`config.mk`:
```
export PLATFORM = sky130hd
export DESIGN_NAME = inst_encoder
export DESIGN_NICKNAME = d
export VERILOG_FILES = /design/src/rtl/inst_enc_pkg.sv /design/src/rtl/inst_fifo2.sv /design/src/rtl/inst_encoder.sv
export SDC_FILE = /design/constraint.sdc
export NUM_CORES = 1
export LEC_CHECK = 0
export BUFFER_PORTS_ARGS = -buffer_cell sky130_fd_sc_hd__buf_2
export CORE_MARGIN = 2
export CORE_UTILIZATION = 62
export CTS_BUF_LIST = sky130_fd_sc_hd__clkbuf_16
export DETAILED_ROUTE_END_ITERATION = 8
export GPL_ROUTABILITY_DRIVEN = 0
export GPL_TIMING_DRIVEN = 0
export PLACE_DENSITY = 0.9
export REMOVE_ABC_BUFFERS = 1
export SLEW_MARGIN = 20
export SYNTH_ARGS = -nofsm -noshare
export SYNTH_HDL_FRONTEND = slang
export SYNTH_HIERARCHICAL = 1
export SYNTH_SLANG_ARGS = --single-unit
```
`constraint.sdc`:
```
create_clock -name clk -period 5.8 [get_ports clk]
set_input_delay 0 -clock clk [delete_from_list [all_inputs] [get_ports clk]]
set_output_delay 0 -clock clk [all_outputs]
set_load 0.01 [all_outputs]
```
`src/rtl/inst_enc_pkg.sv`:
```
// Shared constants for the RV32I instruction encoder: opcodes, ALU op codes
// (same values ALU control emits), request classes and the FIFO entry layout.
package inst_enc_pkg;

    localparam logic [6:0] OP_R      = 7'b0110011;
    localparam logic [6:0] OP_I      = 7'b0010011;
    localparam logic [6:0] OP_LOAD   = 7'b0000011;
    localparam logic [6:0] OP_STORE  = 7'b0100011;
    localparam logic [6:0] OP_BRANCH = 7'b1100011;
    localparam logic [6:0] OP_LUI    = 7'b0110111;
    localparam logic [6:0] OP_AUIPC  = 7'b0010111;
    localparam logic [6:0] OP_JAL    = 7'b1101111;
    localparam logic [6:0] OP_JALR   = 7'b1100111;

    localparam logic [6:0] F7_ZERO = 7'b0000000;
    localparam logic [6:0] F7_ALT  = 7'b0100000;

    localparam logic [4:0] ALU_ADD  = 5'b00000;
    localparam logic [4:0] ALU_SUB  = 5'b00001;
    localparam logic [4:0] ALU_AND  = 5'b00010;
    localparam logic [4:0] ALU_OR   = 5'b00011;
    localparam logic [4:0] ALU_XOR  = 5'b00110;
    localparam logic [4:0] ALU_SRL  = 5'b01010;
    localparam logic [4:0] ALU_SRA  = 5'b01011;
    localparam logic [4:0] ALU_SLL  = 5'b01101;
    localparam logic [4:0] ALU_BEQ  = 5'b10000;
    localparam logic [4:0] ALU_BNE  = 5'b10001;
    localparam logic [4:0] ALU_BLT  = 5'b10010;
    localparam logic [4:0] ALU_BGE  = 5'b10011;
    localparam logic [4:0] ALU_BLTU = 5'b10100;
    localparam logic [4:0] ALU_BGEU = 5'b10101;
    localparam logic [4:0] ALU_SLT  = 5'b10110;
    localparam logic [4:0] ALU_SLTU = 5'b10111;

    typedef enum logic [3:0] {
        CLS_R      = 4'd0,
        CLS_I      = 4'd1,
        CLS_LOAD   = 4'd2,
        CLS_STORE  = 4'd3,
        CLS_BRANCH = 4'd4,
        CLS_LUI    = 4'd5,
        CLS_AUIPC  = 4'd6,
        CLS_JAL    = 4'd7,
        CLS_JALR   = 4'd8
    } inst_class_e;

    typedef struct packed {
        logic [31:0] word;
        logic [31:0] addr;
    } fifo_entry_t;

    typedef struct packed {
        logic       ok;
        logic [2:0] f3;
        logic [6:0] f7;
    } alu_map_t;

    // R/I arithmetic mapping from ALU op code to funct3/funct7.
    function automatic alu_map_t alu_map(input logic [4:0] op);
        alu_map_t m;
        m = '{ok: 1'b1, f3: 3'b000, f7: F7_ZERO};
        case (op)
            ALU_ADD:  m.f3 = 3'b000;
            ALU_SUB:  begin m.f3 = 3'b000; m.f7 = F7_ALT; end
            ALU_SLL:  m.f3 = 3'b001;
            ALU_SLT:  m.f3 = 3'b010;
            ALU_SLTU: m.f3 = 3'b011;
            ALU_XOR:  m.f3 = 3'b100;
            ALU_SRL:  m.f3 = 3'b101;
            ALU_SRA:  begin m.f3 = 3'b101; m.f7 = F7_ALT; end
            ALU_OR:   m.f3 = 3'b110;
            ALU_AND:  m.f3 = 3'b111;
            default:  m.ok = 1'b0;
        endcase
        return m;
    endfunction

    // True when v, read as signed, is representable in nbits two's complement.
    function automatic logic sext_fits(input logic [31:0] v, input int unsigned nbits);
        logic [31:0] m;
        m = 32'hFFFF_FFFF << (nbits - 1);
        return ((v & m) == m) || ((v & m) == 32'h0);
    endfunction

endpackage

```
`src/rtl/inst_fifo2.sv`:
```
// Two-entry FIFO with registered occupancy; full/empty derive only from state.
module inst_fifo2 #(
    parameter int W = 64
) (
    input  logic         clk,
    input  logic         rst_n,
    input  logic         clear,
    input  logic         push,
    input  logic         pop,
    input  logic [W-1:0] wdata,
    output logic [W-1:0] rdata,
    output logic         full,
    output logic         empty
);
    logic [1:0][W-1:0] mem_q;
    logic              wr_ptr_q, rd_ptr_q;
    logic [1:0]        count_q;
    logic              do_push, do_pop;

    assign full    = (count_q == 2'd2);
    assign empty   = (count_q == 2'd0);
    assign do_push = push && !full;
    assign do_pop  = pop && !empty;
    assign rdata   = mem_q[rd_ptr_q];

    always_ff @(posedge clk or negedge rst_n) begin
        if (!rst_n) begin
            mem_q    <= '0;
            wr_ptr_q <= 1'b0;
            rd_ptr_q <= 1'b0;
            count_q  <= 2'd0;
        end else if (clear) begin
            wr_ptr_q <= 1'b0;
            rd_ptr_q <= 1'b0;
            count_q  <= 2'd0;
        end else begin
            if (do_push) begin
                mem_q[wr_ptr_q] <= wdata;
                wr_ptr_q        <= ~wr_ptr_q;
            end
            if (do_pop)
                rd_ptr_q <= ~rd_ptr_q;
            case ({do_push, do_pop})
                2'b10:   count_q <= count_q + 2'd1;
                2'b01:   count_q <= count_q - 2'd1;
                default: count_q <= count_q;
            endcase
        end
    end

endmodule

```
`src/rtl/inst_encoder.sv`:
```
// RV32I instruction encoder: maps an ALU-op style request to a legal 32-bit word
// and queues {word, addr} for the instruction-memory loader.
module inst_encoder
    import inst_enc_pkg::*;
#(
    parameter logic [31:0] BASE_ADDR = 32'h0000_0000
) (
    input  logic        clk,
    input  logic        reset_n,
    input  logic        clear,
    input  logic        req_valid,
    output logic        req_ready,
    input  logic [3:0]  req_class,
    input  logic [4:0]  req_alu_op,
    input  logic [2:0]  req_funct3,
    input  logic [4:0]  req_rd,
    input  logic [4:0]  req_rs1,
    input  logic [4:0]  req_rs2,
    input  logic [31:0] req_imm,
    output logic        inst_valid,
    input  logic        inst_ready,
    output logic [31:0] inst_word,
    output logic [31:0] inst_addr,
    output logic        err_illegal,
    output logic [7:0]  err_count
);
    logic        legal;
    logic [31:0] word;
    logic [2:0]  bf3;
    logic        bok;
    alu_map_t    m;
    logic        accept, push, pop, full, empty;
    logic [31:0] next_addr_q;
    logic        err_illegal_q;
    logic [7:0]  err_count_q;
    fifo_entry_t wentry, rentry;

    always_comb begin
        legal = 1'b0;
        word  = 32'h0;
        m     = alu_map(req_alu_op);
        bok   = 1'b1;
        bf3   = 3'b000;
        case (req_alu_op)
            ALU_BEQ:  bf3 = 3'b000;
            ALU_BNE:  bf3 = 3'b001;
            ALU_BLT:  bf3 = 3'b100;
            ALU_BGE:  bf3 = 3'b101;
            ALU_BLTU: bf3 = 3'b110;
            ALU_BGEU: bf3 = 3'b111;
            default:  bok = 1'b0;
        endcase
        case (req_class)
            CLS_R: begin
                legal = m.ok;
                word  = {m.f7, req_rs2, req_rs1, m.f3, req_rd, OP_R};
            end
            CLS_I: begin
                if (m.f3 == 3'b001 || m.f3 == 3'b101) begin
                    // Shifts take shamt from imm[4:0]; imm[11:5] is replaced by funct7.
                    legal = m.ok;
                    word  = {m.f7, req_imm[4:0], req_rs1, m.f3, req_rd, OP_I};
                end else begin
                    legal = m.ok && (req_alu_op != ALU_SUB) && sext_fits(req_imm, 12);
                    word  = {req_imm[11:0], req_rs1, m.f3, req_rd, OP_I};
                end
            end
            CLS_LOAD: begin
                legal = (req_alu_op == ALU_ADD) && sext_fits(req_imm, 12) &&
                        (req_funct3 inside {3'b000, 3'b001, 3'b010, 3'b100, 3'b101});
                word  = {req_imm[11:0], req_rs1, req_funct3, req_rd, OP_LOAD};
            end
            CLS_STORE: begin
                legal = (req_alu_op == ALU_ADD) && sext_fits(req_imm, 12) &&
                        (req_funct3 inside {3'b000, 3'b001, 3'b010});
                word  = {req_imm[11:5], req_rs2, req_rs1, req_funct3, req_imm[4:0], OP_STORE};
            end
            CLS_BRANCH: begin
                legal = bok && !req_imm[0] && sext_fits(req_imm, 13);
                word  = {req_imm[12], req_imm[10:5], req_rs2, req_rs1, bf3,
                         req_imm[4:1], req_imm[11], OP_BRANCH};
            end
            CLS_LUI: begin
                legal = 1'b1;
                word  = {req_imm[31:12], req_rd, OP_LUI};
            end
            CLS_AUIPC: begin
                legal = (req_alu_op == ALU_ADD);
                word  = {req_imm[31:12], req_rd, OP_AUIPC};
            end
            CLS_JAL: begin
                legal = (req_alu_op == ALU_ADD) && !req_imm[0] && sext_fits(req_imm, 21);
                word  = {req_imm[20], req_imm[10:1], req_imm[11], req_imm[19:12], req_rd, OP_JAL};
            end
            CLS_JALR: begin
                legal = (req_alu_op == ALU_ADD) && sext_fits(req_imm, 12);
                word  = {req_imm[11:0], req_rs1, 3'b000, req_rd, OP_JALR};
            end
            default: legal = 1'b0;
        endcase
    end

    // req_ready comes from registered occupancy only, so a same-cycle pop never frees a slot.
    assign req_ready = !full;
    assign accept    = req_valid && req_ready && !clear;
    assign push      = accept && legal;
    assign pop       = inst_valid && inst_ready;
    assign wentry    = '{word: word, addr: next_addr_q};

    inst_fifo2 #(.W(64)) u_fifo (
        .clk   (clk),
        .rst_n (reset_n),
        .clear (clear),
        .push  (push),
        .pop   (pop),
        .wdata (wentry),
        .rdata (rentry),
        .full  (full),
        .empty (empty)
    );

    assign inst_valid  = !empty;
    assign inst_word   = rentry.word;
    assign inst_addr   = rentry.addr;
    assign err_illegal = err_illegal_q;
    assign err_count   = err_count_q;

    always_ff @(posedge clk or negedge reset_n) begin
        if (!reset_n) begin
            next_addr_q   <= BASE_ADDR;
            err_illegal_q <= 1'b0;
            err_count_q   <= 8'd0;
        end else if (clear) begin
            next_addr_q   <= BASE_ADDR;
            err_illegal_q <= 1'b0;
            err_count_q   <= 8'd0;
        end else begin
            err_illegal_q <= accept && !legal;
            if (accept && !legal && err_count_q != 8'hFF)
                err_count_q <= err_count_q + 8'd1;
            if (push)
                next_addr_q <= next_addr_q + 32'd4;
        end
    end

endmodule

```
# --- Yosys cells after proc, flatten, opt, wreduce, memory -nomap -nowiden ---
# Cells that the tools add are included.
op_classes:
  addsub: 4
  n_lt_le_gt_ge: 3
  n_eq_ne: 37
  mux: 25
  bitwise_logic: 3
  n_reduce_logical: 46
ops:
  columns: ["op", "n"]
  rows:
  - ["case mux 32 bit (9 select lines)", 1]
  - ["two-way mux 64 bit", 3]
  - ["bitwise mux 128 bit", 1]
  - ["logical NOT 32 bit", 3]
  - ["two-way mux 32 bit", 3]
  - ["demux 64 bit (select 1 bit)", 1]
  - ["equality test 5 bit, second input constant", 8]
  - ["adder 32 x 3 -> 32 bit, second input constant", 1]
  - ["equality test 21 bit, second input constant", 1]
  - ["case mux 3 bit (7 select lines)", 1]
  - ["equality test 20 bit, second input constant", 1]
  - ["logical AND 1 bit", 18]
  - ["equality test 4 x 3 -> 1 bit, second input constant", 4]
  - ["two-way mux 8 bit", 2]
  - ["equality test 5 x 4 -> 1 bit, second input constant", 3]
  - ["case mux 3 bit (5 select lines)", 1]
  - ["equality test 12 bit, second input constant", 1]
  - ["equality test 5 x 2 -> 1 bit, second input constant", 2]
  - ["OR reduction 10 bit", 1]
  - ["equality test 3 bit, second input constant", 3]
  - ["case mux 1 bit (9 select lines)", 1]
  - ["adder 8 x 1 -> 8 bit, second input constant", 1]
  - ["equality test 4 x 2 -> 1 bit, second input constant", 2]
  - ["two-way mux 1 bit", 8]
  - ["30 further kinds", 47]
word_totals:
  reg_bits: 173
  inputBits: 64
  out_inout_bits: 75
  elab_cells: 126

# --- Logic depth before layout (Yosys ltp) ---
depth:
  depth_word: 12
  mapped_depth: 15
  ltp_nobuf: 9

# --- Hierarchy ---
# The synthesis kept the hierarchy.
modules_own_cells:
  columns: ["mod", "instances", "cells_each", "area_each_um2", "seq_area_each_um2"]
  rows:
  - ["inst_fifo2", 1, 364, 5957.0, 3303.2]
  - ["inst_encoder", 1, 418, 3258.1, 975.9]

# --- Least setup slack after synthesis ---
# OpenSTA, ideal clock, no wires.
synth_timing:
  kind: "input port to flip-flop"
  start: "input port req_class[1]"
  end: "register u_fifo/mem_q[100] in the netlist's numbering"
  setup_time_ps: 125
  t_arrival_ps: 3022
  required_ps: 5675
  setup_slack_ps: 2653
  stages: 15
  path_buffers: 6
  cell_sequence: "buf_2 > or2_1 > clkbuf_1 > nor3_2 > nand2_1 > o32ai_1 > a211oi_1 > buf_2 > clkbuf_1 > nor2_1 > inv_1 > or4b_1 > buf_4 > buf_6 > mux2_4"
synth_via:
  elab_chain_cells: 5
  word_cells_on_any_way: 15
  classes_between: "eq/ne: 8; mux: 3; reduce/logical: 4"
synth_rtl:
  columns: ["item", "line", "rtl"]
  rows:
  - ["start, declared", "inst_encoder.sv:13", "input logic [3:0] req_class,"]
  - ["equality test 4 bit (tied with other cells)", "inst_encoder.sv:53", "case (req_class)"]
  - ["case mux 1 bit (9 select lines) *", "inst_encoder.sv:53", null]
  - ["logical AND 1 bit *", "inst_encoder.sv:106", "assign push = accept && legal;"]
  - ["via push", "inst_encoder.sv:32", "logic accept, push, pop, full, empty;"]
  - ["logical AND 1 bit *", "inst_fifo2.sv:22", "assign do_push = push && !full;"]
  - ["AND reduction 2 bit (no line) *", null, null]
  - ["end signal, assigned by index", "inst_fifo2.sv:38", "mem_q[wr_ptr_q] <= wdata;"]
  - ["end, declared", "inst_fifo2.sv:15", "logic [1:0][W-1:0] mem_q;"]
# Mark *: on every way through the listed nets, which the timed path passes. The rest lies on a longest branch.
# A chain may end at the register's enable or synchronous reset.

# --- Worst setup path after layout ---
layout_timing:
  start: "input port req_class[1]"
  end: "register u_fifo/mem_q[49] in the netlist's numbering"
# The elaborated chain is that of the path after synthesis.

==> run_results.csv <==
group,metric,value,unit
cts,cts_tree,"yes",
cells_and_area,layout-drive-gt1-share,0.413,
job,cap_violations,0,
logic_synthesis,avgSynthCellArea,11.8,sq um
logic_synthesis,syn_inst,782,
worst_setup_path,crit_arrival,4530,ps
logic_synthesis,syn-cell-area,9220,sq um
logic_synthesis,ys_seq_area_frac,0.464,
sta,slew_violations,0,
grt,grt_pass1_wl,35500,um
placed_design,dpl_cell_area,10100,sq um
die,coreArea,14500,sq um
die,placement_rows,44,
logic_synthesis,yosysUniqueCellTypes,60,
cells_and_area,final_cell_area,10800,sq um
min_path,holdPathStages,3,
route,via_count,7051,
die,initial_core_util,0.634,
cells_and_area,final_cell_count_no_fill,1111,
worst_setup_path,slowest_stage,"nor4_4",
sta,fmax,237,MHz
sta,worst_pin_slew,889,ps
sta,setup_tns,0,ps
worst_setup_path,slowest_delay,670,ps
cells_and_area,areaGrowthSynthToFinish,17.0,%
cts,clkTransAtPathRegs,60,ps
route,drc,0,
cts,insertion_delay,420,ps
placed_design,portBuffers,138,
worst_setup_path,r2r_start,"u_fifo/count_q[1]$_DFFE_PN0P_",
grt,grt_pass1_vias,6999,
placed_design,dpl.cell_count,1069,
sta,hold_viol,0,
grt,antenna_found_initial,0,
cts,cts.sinks,171,
die,ioPinCount,139,
route,finalWirelength,22000,um
sta,rsz0062_at_grt,"false",
die,die_h,126,um
die,die_w,126,um
worst_setup_path,path_class,"in -> reg",
pwr,power_density,247,nW/um^2
sta,setup_viol,0,
worst_setup_path,rrSetupSlack,1590,ps
cts,cts.path.max_buffers,2,
worst_setup_path,startpoint_type,"input port",
sta,fin_skew,7.08,ps
route,drtAntennaViolNets,0,
cells_and_area,diodes,0,
sta,timing.final.crit_share,0.729,
min_path,hold_class,"in -> reg",
logic_synthesis,yosysWarnings,6,
worst_setup_path,rr_worst_depth,12,
outcome,status,"finished, final reports clean",
worst_setup_path,crit_required,6100,ps
grt,grt.overflow.total,0,
worst_setup_path,crit_top_cell,"buf_6",
route,avgRoutedWirePerCell,19.8,um
sta,finalWorstSetupSlack,1570,ps
die,dieArea,15900,sq um
worst_setup_path,end_kind,"flip-flop",
grt,grt_max_degree,100,
sta,layout_min_cycle_time,4230,ps
logic_synthesis,synth_edf_count,0,
min_path,hold_end,"u_fifo/mem_q[62]$_DFFE_PN0P_",
cells_and_area,fin_nets,981,
pwr,power_leakage,5.36,nW
pwr,vdd_drop_max,0.211,mV
placed_design,dpl.hpwl,14300,um
cts,root_buffer,"clkbuf_16",
worst_setup_path,path_cells,"buf_2, or2_1, nor3_2, nand2_1, o32ai_1, a211oi_4, buf_8, nor2_1, inv_1, nor4_4, buf_6, buf_8, buf_4, buf_6, buf_6, mux2_2",
cts,ctsResizeCount,0,
route,drtPass1Iterations,6,
worst_setup_path,timing.rr.end,"u_fifo/mem_q[49]$_DFFE_PN0P_",
route,drt_iter0_drc,704,
placed_design,dp_slack,1240,ps
logic_synthesis,ys.flop_type,"dfrtp_1",
logic_synthesis,async_flop_share,1.00,
cts,cts_max_level,4,
worst_setup_path,critPathLaunch,"req_class[1]",
min_path,hp-start,"req_imm[10]",
sta,relSlewSlack,0.407,
logic_synthesis,synth.ff_latch_count,171,
route,viasPerCell,6.35,
worst_setup_path,critPathMaxFanout,28,
grt,grt_usage,0.277,
cts,numCtsBuffers,17,
[cells in the mapped netlist (all sizes together), types with 8 or more instances]
library cell,count,area share
a211oi,8,0.0065
a21oi,43,0.023
a22o,10,0.0095
buf,18,0.014
clkbuf,31,0.013
dfrtp,171,0.46
inv,16,0.0065
mux2,195,0.26
mux2i,11,0.012
nand2,31,0.013
nand2b,10,0.0068
nand3,24,0.013
nand4,14,0.0095
nor2,25,0.010
nor3,10,0.0065
o21ai,31,0.017
o31ai,15,0.012
or3,16,0.011
or4,16,0.013
[cell families (layout without fill, tap and decap cells)]
group	count (synthesis)	after routing	synth area share
flops	171	171	0.464
mux	206	206	0.275
compound gates	147	147	0.105
xor+xnor	7	7	0.00665
fa+ha+maj	2	2	0.00272
simple gates	183	183	0.113
buf+inv	65	207	0.0331
other cells	1	4	0.000407
[layout make-up]
class	instances	area (sq um)
Fill cell	946	3750
Sequential cell	171	4280
Inverter	16	60.1
Timing Repair Buffer	160	980
Clock inverter	14	146
Multi-Input combinational cell	549	4660
Tap cell	184	230
Clock buffer	17	425
[power breakdown]
group,internal (mW),total (mW),switching (mW)
registers,1.23,1.25,0.0198
clock network,0.635,1.12,0.482
logic,0.129,0.297,0.168
total,1.99,2.66,0.669
[layout by cell type (no fill, tap or decap), types with 11 or more instances in the layout]
master and n:
a21oi_1 43, buf_2 137, clkbuf_16 17, dfrtp_1 170
dlygate4sd3_1 11, inv_1 16, mux2_2 130, mux2_4 60
mux2i_1 11, nand2_1 31, nand3_1 24, nand4_1 14
nor2_1 24, o21ai_0 31, o31ai_1 15, or3_1 16
or4_1 15
[worst max-delay path: cells and delay by family]
family	cells	cell delay, ps
and+or+nand+nor	5	1750
buffers and inverters	8	1690
AOI/OAI and AO/OA	2	730
muxes	1	340
[per-stage QoR]
stage                     total power, mW  hold slack (ps)  utilization
after global placement               1.54              391        0.681
after CTS                            2.67             1.17        0.742
after detailed placement             1.55             82.4        0.695
after floorplan                      1.41             -296            -
after global routing                 2.75             1.25        0.742
final                                2.66             31.3        0.742
[worst max path at each step]
stage / depth (start not counted) / slack (ps) / end
floorplan: 9 / -1280 / u_fifo/mem_q[127]$_DFFE_PN0P_
global placement: 10 / -4320 / u_fifo/mem_q[127]$_DFFE_PN0P_
detailed placement: 16 / 1240 / u_fifo/mem_q[49]$_DFFE_PN0P_
CTS: 12 / 1650 / u_fifo/mem_q[49]$_DFFE_PN0P_
global route: 12 / 1380 / u_fifo/mem_q[49]$_DFFE_PN0P_
finish: 16 / 1570 / u_fifo/mem_q[49]$_DFFE_PN0P_
[layer usage]
metal	share of wire	GRT usage	vias to the layer above
li1	-	-	3188
met3	0.070	0.0527	40
met5	0	0	-
met4	0.019	0.0847	0
met1	0.42	0.366	3486
met2	0.49	0.466	337
[sequential cells by signal, indices dropped and copies added (netlist names)]
signal and count:
u_fifo/mem_q 128, next_addr_q 30, err_count 8, u_fifo/count_q 2, err_illegal 1, u_fifo/rd_ptr_q 1, u_fifo/wr_ptr_q 1
[repair_timing]
| action | 4_1_cts | 5_1_grt |
|---|---|---|
| hold endpoints to repair | 114 | 0 |
| hold buffers | 11 | 0 |
| setup buffers | 0 | 0 |
(Power assumes the default switching activity.)
